### src/rtl/feedback_receiver_pkg.sv
// Shared constants for the feedback receive path: FSM encodings, channel code, baud divider.
package feedback_receiver_pkg;

  typedef logic [7:0] uart_byte_t;

  // Receiver FSM encodings, kept as plain constants for legacy tools.
  localparam logic [1:0] StIdle  = 2'd0;
  localparam logic [1:0] StStart = 2'd1;
  localparam logic [1:0] StData  = 2'd2;
  localparam logic [1:0] StStop  = 2'd3;

  // Channel code in byte bits [1:0] that marks a feedback byte.
  localparam logic [1:0] ChannelFeedback = 2'b01;

  // Clock cycles per oversample tick, truncated; never below one.
  function automatic int unsigned calc_div(input int unsigned clk_freq,
                                           input int unsigned baud,
                                           input int unsigned oversample);
    int unsigned div;
    div = clk_freq / (baud * oversample);
    return (div == 0) ? 1 : div;
  endfunction

endpackage

### src/rtl/feedback_receiver_if.sv
// Serial line plus receive-side results, as seen by the game link and the script engine.
interface feedback_receiver_if;
  import feedback_receiver_pkg::*;

  logic       rx;
  uart_byte_t rx_byte;
  logic       rx_valid;
  uart_byte_t feedback;
  logic       feedback_update;
  logic       frame_error;
  logic       feedback_stale;

  // Receiver side.
  modport slave (
    input  rx,
    output rx_byte, rx_valid, feedback, feedback_update, frame_error, feedback_stale
  );

  // Line driver / consumer side.
  modport master (
    output rx,
    input  rx_byte, rx_valid, feedback, feedback_update, frame_error, feedback_stale
  );
endinterface

### src/rtl/feedback_receiver_uart_rx_core.sv
// 8N1 UART deserialiser: rx synchroniser, oversample tick generator and bit-level FSM.
// byte_valid / frame_error are single-cycle pulses in the stop-sample cycle.
module feedback_receiver_uart_rx_core
  import feedback_receiver_pkg::*;
#(
  parameter int unsigned CLK_FREQ   = 100_000_000,
  parameter int unsigned BAUD       = 9600,
  parameter int unsigned OVERSAMPLE = 16
) (
  input  logic       clk,
  input  logic       rst,
  input  logic       rx,
  output uart_byte_t byte_data,
  output logic       byte_valid,
  output logic       frame_error
);

  localparam int unsigned Div   = calc_div(CLK_FREQ, BAUD, OVERSAMPLE);
  localparam int unsigned TickW = (Div > 1) ? $clog2(Div) : 1;
  localparam int unsigned SampW = $clog2(OVERSAMPLE + 1);

  logic             rx_meta_q, rx_s_q;
  logic [1:0]       state_q, state_d;
  logic [TickW-1:0] tick_cnt_q, tick_cnt_d;
  logic [SampW-1:0] samp_q, samp_d;
  logic [2:0]       bit_idx_q, bit_idx_d;
  uart_byte_t       shift_q, shift_d;
  logic             armed_q, armed_d;
  logic             tick;
  logic             samp_last, samp_half;

  assign tick      = (state_q != StIdle) && (tick_cnt_q == TickW'(Div - 1));
  assign samp_last = (samp_q == SampW'(OVERSAMPLE - 1));
  assign samp_half = (samp_q == SampW'(OVERSAMPLE / 2 - 1));

  // Tick counter free-runs outside IDLE and is pinned to zero inside it.
  always_comb begin
    tick_cnt_d = tick_cnt_q + TickW'(1);
    if (state_q == StIdle || tick) begin
      tick_cnt_d = '0;
    end
  end

  // Bit-level receive FSM; armed blocks re-triggering until the line has been seen high.
  always_comb begin
    state_d     = state_q;
    samp_d      = samp_q;
    bit_idx_d   = bit_idx_q;
    shift_d     = shift_q;
    armed_d     = armed_q;
    byte_valid  = 1'b0;
    frame_error = 1'b0;
    case (state_q)
      StIdle: begin
        if (rx_s_q) begin
          armed_d = 1'b1;
        end else if (armed_q) begin
          state_d = StStart;
          samp_d  = '0;
        end
      end
      StStart: begin
        if (tick) begin
          if (samp_half) begin
            if (rx_s_q) begin
              state_d = StIdle;
            end else begin
              state_d   = StData;
              bit_idx_d = 3'd0;
              samp_d    = '0;
            end
          end else begin
            samp_d = samp_q + SampW'(1);
          end
        end
      end
      StData: begin
        if (tick) begin
          if (samp_last) begin
            shift_d[bit_idx_q] = rx_s_q;
            samp_d             = '0;
            if (bit_idx_q == 3'd7) begin
              state_d = StStop;
            end else begin
              bit_idx_d = bit_idx_q + 3'd1;
            end
          end else begin
            samp_d = samp_q + SampW'(1);
          end
        end
      end
      StStop: begin
        if (tick) begin
          if (samp_last) begin
            state_d     = StIdle;
            armed_d     = rx_s_q;
            byte_valid  = rx_s_q;
            frame_error = ~rx_s_q;
          end else begin
            samp_d = samp_q + SampW'(1);
          end
        end
      end
      default: state_d = StIdle;
    endcase
  end

  // Synchroniser and FSM state registers.
  always_ff @(posedge clk) begin
    if (rst) begin
      rx_meta_q  <= 1'b1;
      rx_s_q     <= 1'b1;
      state_q    <= StIdle;
      tick_cnt_q <= '0;
      samp_q     <= '0;
      bit_idx_q  <= 3'd0;
      shift_q    <= '0;
      armed_q    <= 1'b1;
    end else begin
      rx_meta_q  <= rx;
      rx_s_q     <= rx_meta_q;
      state_q    <= state_d;
      tick_cnt_q <= tick_cnt_d;
      samp_q     <= samp_d;
      bit_idx_q  <= bit_idx_d;
      shift_q    <= shift_d;
      armed_q    <= armed_d;
    end
  end

  assign byte_data = shift_q;

endmodule

### src/rtl/feedback_receiver.sv
// Feedback receive path: UART core plus feedback-channel filter, hold register and
// staleness tracking.
module feedback_receiver
  import feedback_receiver_pkg::*;
#(
  parameter int unsigned CLK_FREQ     = 100_000_000,
  parameter int unsigned BAUD         = 9600,
  parameter int unsigned OVERSAMPLE   = 16,
  parameter int unsigned STALE_CYCLES = 50_000_000
) (
  input logic                 clk,
  input logic                 rst,
  feedback_receiver_if.slave  bus
);

  localparam int unsigned StaleW = $clog2(STALE_CYCLES + 1);

  uart_byte_t        core_byte;
  logic              core_valid, core_ferr;
  logic              fb_hit;

  uart_byte_t        rx_byte_q, feedback_q;
  logic              rx_valid_q, fb_update_q, frame_error_q;
  logic [StaleW-1:0] stale_cnt_q, stale_cnt_d;
  logic              stale_q, stale_d;

  feedback_receiver_uart_rx_core #(
    .CLK_FREQ   (CLK_FREQ),
    .BAUD       (BAUD),
    .OVERSAMPLE (OVERSAMPLE)
  ) u_rx_core (
    .clk         (clk),
    .rst         (rst),
    .rx          (bus.rx),
    .byte_data   (core_byte),
    .byte_valid  (core_valid),
    .frame_error (core_ferr)
  );

  assign fb_hit = core_valid && (core_byte[1:0] == ChannelFeedback);

  // Stale counter restarts with each feedback byte and saturates rather than wrapping.
  always_comb begin
    stale_cnt_d = stale_cnt_q;
    stale_d     = stale_q;
    if (fb_hit) begin
      stale_cnt_d = '0;
      stale_d     = 1'b0;
    end else if (stale_cnt_q != StaleW'(STALE_CYCLES)) begin
      stale_cnt_d = stale_cnt_q + StaleW'(1);
      if (stale_cnt_d == StaleW'(STALE_CYCLES)) begin
        stale_d = 1'b1;
      end
    end
  end

  // Output registers; strobes land in the cycle after the stop sample.
  always_ff @(posedge clk) begin
    if (rst) begin
      rx_byte_q     <= '0;
      rx_valid_q    <= 1'b0;
      feedback_q    <= '0;
      fb_update_q   <= 1'b0;
      frame_error_q <= 1'b0;
      stale_cnt_q   <= '0;
      stale_q       <= 1'b1;
    end else begin
      rx_valid_q    <= core_valid;
      fb_update_q   <= fb_hit;
      frame_error_q <= core_ferr;
      stale_cnt_q   <= stale_cnt_d;
      stale_q       <= stale_d;
      if (core_valid) begin
        rx_byte_q <= core_byte;
      end
      if (fb_hit) begin
        feedback_q <= core_byte;
      end
    end
  end

  assign bus.rx_byte         = rx_byte_q;
  assign bus.rx_valid        = rx_valid_q;
  assign bus.feedback        = feedback_q;
  assign bus.feedback_update = fb_update_q;
  assign bus.frame_error     = frame_error_q;
  assign bus.feedback_stale  = stale_q;

endmodule

### src/flat_wrapper.sv
// flat-port wrapper written by rule: the top's interface ports become plain ports
module feedback_receiver_flat import feedback_receiver_pkg::*;
#(
  parameter int unsigned CLK_FREQ     = 100_000_000,
  parameter int unsigned BAUD         = 9600,
  parameter int unsigned OVERSAMPLE   = 16,
  parameter int unsigned STALE_CYCLES = 50_000_000
)
  (clk, rst, bus_rx, bus_rx_byte, bus_rx_valid, bus_feedback, bus_feedback_update, bus_frame_error, bus_feedback_stale);
  feedback_receiver_if bus_i ();
  input logic clk;
  input logic rst;
  input wire logic [$bits(bus_i.rx)-1:0] bus_rx;
  output wire logic [$bits(bus_i.rx_byte)-1:0] bus_rx_byte;
  output wire logic [$bits(bus_i.rx_valid)-1:0] bus_rx_valid;
  output wire logic [$bits(bus_i.feedback)-1:0] bus_feedback;
  output wire logic [$bits(bus_i.feedback_update)-1:0] bus_feedback_update;
  output wire logic [$bits(bus_i.frame_error)-1:0] bus_frame_error;
  output wire logic [$bits(bus_i.feedback_stale)-1:0] bus_feedback_stale;
  assign bus_i.rx = bus_rx;
  assign bus_rx_byte = bus_i.rx_byte;
  assign bus_rx_valid = bus_i.rx_valid;
  assign bus_feedback = bus_i.feedback;
  assign bus_feedback_update = bus_i.feedback_update;
  assign bus_frame_error = bus_i.frame_error;
  assign bus_feedback_stale = bus_i.feedback_stale;
  feedback_receiver #(.CLK_FREQ(CLK_FREQ), .BAUD(BAUD), .OVERSAMPLE(OVERSAMPLE), .STALE_CYCLES(STALE_CYCLES)) u_core (.clk(clk), .rst(rst), .bus(bus_i));
endmodule
### config.mk
export PLATFORM = sky130hd
export DESIGN_NAME = feedback_receiver_flat
export DESIGN_NICKNAME = d
export VERILOG_FILES = /design/src/rtl/feedback_receiver_pkg.sv /design/src/rtl/feedback_receiver_if.sv /design/src/rtl/feedback_receiver_uart_rx_core.sv /design/src/rtl/feedback_receiver.sv /design/src/flat_wrapper.sv
export SDC_FILE = /design/constraint.sdc
export NUM_CORES = 1
export LEC_CHECK = 0
export CAP_MARGIN = 20
export CELL_PAD_IN_SITES_DETAIL_PLACEMENT = 0
export CELL_PAD_IN_SITES_GLOBAL_PLACEMENT = 1
export CORE_UTILIZATION = 45
export CTS_CLUSTER_DIAMETER = 50
export DETAILED_ROUTE_END_ITERATION = 10
export MAX_ROUTING_LAYER = met4
export PLACE_DENSITY_LB_ADDON = 0.2
export SLEW_MARGIN = 15
export SYNTH_ARGS = -nofsm -noshare
export SYNTH_HDL_FRONTEND = slang
export SYNTH_SLANG_ARGS = --single-unit
### constraint.sdc
create_clock -name clk -period 2.9 [get_ports clk]
set_input_delay 0.58 -clock clk [delete_from_list [all_inputs] [get_ports clk]]
set_output_delay 0.58 -clock clk [all_outputs]
set_load 0.01 [all_outputs]
======== After elaboration in Yosys (flattened, before gate mapping) ========
Cells that the tools add are included.
storage, ports and cells
  bits in registers ....................... 77
  word-level logic and storage cells ...... 109
cells by class
  add/sub/neg operators ................... 4
  $lt $le $gt $ge ......................... 2
  equal/unequal tests ..................... 24
  muxes and demuxes ....................... 41
  bitwise gates (word level) .............. 4
  reductions and logical operators ........ 19
operators by type and width
  kind                                                                           count
  5-bit 2-to-1 mux                                                               9
  26-bit by 1-bit adder with 26-bit output (second input constant)               1
  26-bit == test (second input constant)                                         1
  2-bit != test (second input constant)                                          13
  26-bit != test (second input constant)                                         1
  2-bit 2-to-1 mux                                                               10
  5-bit one-hot mux with 4 select lines                                          1
  3-bit 2-to-1 mux                                                               6
  7-bit AND reduction                                                            2
  10-bit by 1-bit adder with 10-bit output (second input constant)               1
  10-bit == test (second input constant)                                         1
  1-bit 2-to-1 mux                                                               10
  2-bit nonzero test                                                             5
  9-bit AND reduction                                                            1
  8-bit bitwise mux                                                              1
  2-bit one-hot mux with 4 select lines                                          1
  3-bit one-hot mux with 2 select lines                                          1
  5-bit by 1-bit adder with 5-bit output (second input constant)                 1
  5-bit by 3-bit == test with 1-bit output (second input constant)               1
  5-bit by 4-bit == test with 1-bit output (second input constant)               1
  2-bit by 1-bit == test with 1-bit output (second input constant)               2
  2-bit == test (second input constant)                                          2
  3-bit by 4-bit less-than comparator with 1-bit output (second input constant)  1
  1-bit NOT                                                                      4
  14 further kinds                                                               17

======== Depth between registers and ports, before layout ========
  depth in word-level cells ............... 7
  mapped depth ............................ 10
  depth with buffers taken out ............ 9

======== Hierarchy ========
A second synthesis with hierarchy kept.
unflattened totals
  cell total of the unflattened synthesis .. 435
  area total of the unflattened synthesis .. 3842.4 µm²
by module, submodules not included
  module                          times used  cells an instance  area each (µm²)
  feedback_receiver               1           238                2114.5
  feedback_receiver_uart_rx_core  1           197                1727.9

======== Worst setup path after synthesis ========
OpenSTA, ideal clock, no wires.
  path kind ............................... register -> register
  start ................................... register u_core.u_rx_core.samp_q[0]
  end ..................................... register u_core.stale_q, in the netlist u_core.bus.feedback_stale
  setup time .............................. 0.069 ns
  data arrival time ....................... 2.363 ns
  data required time ...................... 2.831 ns
  path slack .............................. 0.468 ns
  stages on the path, launching flop included .. 11
  path buffers ............................ 1
  period minus slack after synthesis ...... 2.432 ns
  cell sequence ........................... dfxtp_1 > ha_1 > and3_1 > ha_1 > and4_1 > and4_1 > nor2b_1 > and2_1 > clkbuf_1 > or4_1 > o21ai_1
between the ends
  cells in the longest elaborated chain, start to end .. 7
  elaborated cells between the ends (all ways) .. 9
  classes of those cells .................. eq/ne (1); mux (4); reduce/logical (4)
RTL lines
  element                                       RTL line                               source
  start, declared                               feedback_receiver_uart_rx_core.sv:25   logic [SampW-1:0] samp_q, samp_d;
  start signal, assigned                        feedback_receiver_uart_rx_core.sv:124  samp_q <= samp_d;
  5-bit by 4-bit == test with 1-bit output (*)  feedback_receiver_uart_rx_core.sv:33   assign samp_last = (samp_q == SampW'(OVERSAMPLE - 1));
  1-bit 2-to-1 mux (*)                          feedback_receiver_uart_rx_core.sv:94   if (samp_last) begin
  1-bit 2-to-1 mux (*)                          feedback_receiver_uart_rx_core.sv:93   if (tick) begin
  1-bit 2-to-1 mux (*)                          feedback_receiver_uart_rx_core.sv:53   case (state_q)
  1-bit logical AND (*)                         feedback_receiver.sv:40                assign fb_hit = core_valid && (core_byte[1:0] == ChannelFeedback);
  2-bit nonzero test (no source line)           n/a
  2-bit AND reduction (no source line)          n/a
  end signal, assigned                          feedback_receiver.sv:72                stale_q <= stale_d;
  end, declared                                 feedback_receiver.sv:25                logic stale_q, stale_d;
Every way passes the cells marked *; elsewhere a longest branch is shown, timed or not.
A chain may end at the register's enable or synchronous reset.

======== Final worst setup path ========
  start ................................... register u_core.stale_cnt_q[1]
  end ..................................... register u_core.stale_q, in the netlist u_core.bus.feedback_stale
between the ends
  cells in the longest elaborated chain, start to end .. 4
  elaborated cells between the ends (all ways) .. 6
  classes of those cells .................. add/sub (1); eq/ne (2); reduce/logical (3)
RTL lines
  element                                   RTL line                 source
  start, declared                           feedback_receiver.sv:24  logic [StaleW-1:0] stale_cnt_q, stale_cnt_d;
  start signal, assigned                    feedback_receiver.sv:71  stale_cnt_q <= stale_cnt_d;
  26-bit by 1-bit adder with 26-bit output  feedback_receiver.sv:50  stale_cnt_d = stale_cnt_q + StaleW'(1);
  26-bit == test                            feedback_receiver.sv:51  if (stale_cnt_d == StaleW'(STALE_CYCLES)) begin
  2-bit nonzero test (no source line)       n/a
  2-bit AND reduction (no source line) (*)  n/a
Marked as above.

==> results.tsv <==
stage	metric	value	unit
status	status	finished, final reports clean	
pwr	p_switching	478.2	uW
timing	finalClockSkew	0.01120	ns
clock_tree	clock_latency	0.35	ns
pwr	power_density	469.6	nW/um^2
drt	post_drt_wl_per_cell	13.96	um
timing	relSlewSlack	0.5238	
clock_tree	clk_pin_slew	0.09	ns
critical_path	path_cells	ha_1 -> nand3_2 -> or4_1 -> a211o_1 -> a2111o_1 -> or4_1 -> o21ai_1	
clock_tree	cts_setup_buffers	0	
placement	dp_hpwl	5.190	mm
pwr	intPower	1.492	mW
clock_tree	cts.path.max_buffers	2	
finish	multi_input_area	2031	um^2
timing	rsz0062_at_grt	false	
critical_path	cp-start-kind	flip-flop	
critical_path	cp-end-kind	flip-flop	
pwr	pwr-share-clk	0.426	
yosys	synth.distinct_cells	59	
drt	initialDrtViolationCount	133	
clock_tree	cts_hold_buf	0	
die	pin_count	23	
clock_tree	cts.repair.resized	0	
die	rows	32	
critical_path	crit_type	flip-flop to flip-flop	
drt	met1Wirelength	3.930	mm
min_path	hp-class	flip-flop to flip-flop	
pwr	swShare	0.2427	
finish	ff_latch_area	1541	um^2
drt	drt_wl_total	7.634	mm
timing	fmax	0.3836	GHz
yosys	syn_avg_cell_area	8.659	um^2
finish	fillers	772	
timing	worst_slew_pin_slew	0.7143	ns
drt	drt_pass1_iterations	5	
yosys	synth_nets	442	
drt	wl_met2	3.389	mm
pwr	power.share.sequential	0.547	
finish	nets	452	
clock_tree	cts_tree	yes	
drt	route.detailed.drc	0	
drt	avgViaCountPerCell	5.355	
timing	min_period	2.607	ns
pwr	power_frac_comb	0.026	
grt	grt_pass1_wl	12.79	mm
yosys	yosysWarnings	0	
die	die_area	8642	um^2
clock_tree	ctsRootBufferMaster	clkbuf_8	
die	die_h	92.97	um
critical_path	arrival	2.90	ns
grt	grt_max_degree	36	
yosys	ys_ff_latch	77	
timing	setup_viol	0	
timing	hold_viol_final	0	
critical_path	cpPeakStageDelay	0.53	ns
drt	routed.top_layer	met4	
grt	grt_overflow	0	
grt	antenna_found_initial	0	
clock_tree	h-tree-depth	3	
clock_tree	cts_sinks	77	
grt	grt_use_total	0.1914	
yosys	synth_edf_count	0	
grt	grt_pass1_vias	2749	
yosys	yosysSeqAreaShare	0.4140	
critical_path	worst-path-buf-inv	0	
drt	ant_nets	0	
pwr	peakVddDrop	0.2473	mV
finish	area_delta_synth_final	12.67	%
finish	layout-drive-gt1-share	0.06966	
placement	port_buffers	22	
timing	setup_tns	0	ns
pwr	power.leakage	1.417	nW
die	die_x	92.97	um
drt	met3_length	284	um
die	core_area	7848	um^2
timing	period_share	0.8989	
flow_run	cap_violations	0	
yosys	synthArstFlopShare	0	
critical_path	cp_max_fo	8	
drt	num_vias	2929	
critical_path	crit_path_top_delay_cell	or4_1	
yosys	synth_ff_type	dfxtp_1	
placement	gp_congestion	0.8561	
critical_path	critPathRequiredTime	3.19	ns
yosys	syn_inst	430	
finish	diodes	0	
timing	slew_violations	0	
pwr	power	1.970	mW
yosys	syn_area	3724	um^2
critical_path	cp_common_cell	or4_1	
clock_tree	cts_buffers	9	
critical_path	path_delay_family	simple AND/OR/NAND/NOR gates	
die	start_util	0.4745	
worst register-to-register path, stage by stage (launching register included):
cell	delay, ns
dfxtp_1	0.45
ha_1	0.27
nand3_2	0.16
or4_1	0.53
a211o_1	0.26
a2111o_1	0.35
or4_1	0.39
o21ai_1	0.13
layer usage:
metal | GRT usage | up-vias
met4 | 0.05769 | 0
met5 | - | -
met1 | 0.2480 | 1344
met3 | 0.04433 | 4
met2 | 0.2966 | 52
li1 | - | 1529
power groups by stage:
stage                     Sequential, mW  Combinational [mW]  Clock [mW]
final                               1.08              0.0517       0.840
after global routing                1.08              0.0595       0.910
after CTS                           1.08              0.0523       0.868
after detailed placement            1.10              0.0518           0
after global placement              1.10              0.0515           0
after floorplan                     1.09              0.0459           0
logic make-up (layout without fill, tap and decap cells):
family	Yosys count	after routing	synth area share
compound gates	54	54	0.1001
buf+inv	37	52	0.04066
fa+ha+maj	9	9	0.03024
mux	18	18	0.04872
simple gates	199	199	0.2816
flops	77	77	0.4140
xor+xnor	36	36	0.08468
cell usage after synthesis, types with 9 or more instances:
master,count,share of area
o21ai_0,9,0.012
mux2i_1,17,0.046
nor2_1,73,0.074
nand2_1,27,0.027
xnor2_1,17,0.040
a21oi_1,14,0.019
ha_1,9,0.030
clkbuf_1,19,0.019
nand3_1,21,0.028
and3_1,10,0.017
dfxtp_1,77,0.41
inv_1,9,0.0091
nand4_1,9,0.015
xor2_1,19,0.045
path summary, 6_finish.rpt:
| kind | from | to | slack [ns] | cells after the start |
|---|---|---|---|---|
| max | u_core.stale_cnt_q[1] | u_core.bus.feedback_stale | 0.29 | 7 |
| min | u_core.u_rx_core.rx_meta_q | u_core.u_rx_core.rx_s_q | 0.42 | 1 |
| max reg2reg | u_core.stale_cnt_q[1] | u_core.bus.feedback_stale | 0.29 | 7 |
| min reg2reg | u_core.u_rx_core.rx_meta_q | u_core.u_rx_core.rx_s_q | 0.42 | 1 |
state kept, by name, indices dropped and copies added (netlist names), named ones only:
register,count
u_core.u_rx_core.tick_cnt_q,10
u_core.u_rx_core.bit_idx_q,3
u_core.stale_cnt_q,26
u_core.bus.feedback_update,1
u_core.u_rx_core.rx_s_q,1
u_core.bus.rx_byte,8
u_core.u_rx_core.armed_q,1
u_core.u_rx_core.state_q,1
u_core.bus.feedback,8
u_core.bus.feedback_stale,1
u_core.bus.frame_error,1
u_core.u_rx_core.byte_data,8
u_core.u_rx_core.samp_q,5
u_core.bus.rx_valid,1
u_core.u_rx_core.rx_meta_q,1
per-stage QoR:
step / worst slack (ns) / instance area, um^2 / util / hold WS [ns] / instances
floorplan: 0.4681 / 3724 / - / 0.3895 / 430
global placement: 0.3544 / 3991 / 0.5086 / 0.4058 / 531
detailed placement: 0.3092 / 3991 / 0.5086 / 0.4021 / 531
CTS: 0.2844 / 4195 / 0.5346 / 0.4259 / 547
global route: 0.07506 / 4195 / 0.5346 / 0.4338 / 547
finish: 0.2933 / 4195 / 0.5346 / 0.4184 / 547
cells in the final DEF, fill, tap and decap left out, drive strengths merged, types with 3 or more instances in the layout:
cell type / instances
dfxtp: 77
nor2: 73
nand2: 27
nand3: 23
clkdlybuf4s50: 22
xor2: 19
xnor2: 17
mux2i: 17
a21oi: 14
inv: 12
and3: 11
o21ai: 10
nand4: 9
ha: 9
clkbuf: 9
nor3: 8
and4: 6
a22o: 6
buf: 5
nor4: 5
nor2b: 4
nand2b: 4
nor3b: 4
and2: 4
o211ai: 4
or4: 4
nor4bb: 3
or3: 3
nand4b: 3
a211oi: 3
area by class of cell:
type / instances / area share
clock buffers: 9 / 0.02953
repair buffers: 27 / 0.06144
multi-input cells: 316 / 0.4840
inverters: 9 / 0.008052
flip-flops and latches: 77 / 0.3674
clock inverters: 7 / 0.01909
well taps: 102 / 0.03042
Note: power is estimated with default switching activity, not from simulation.
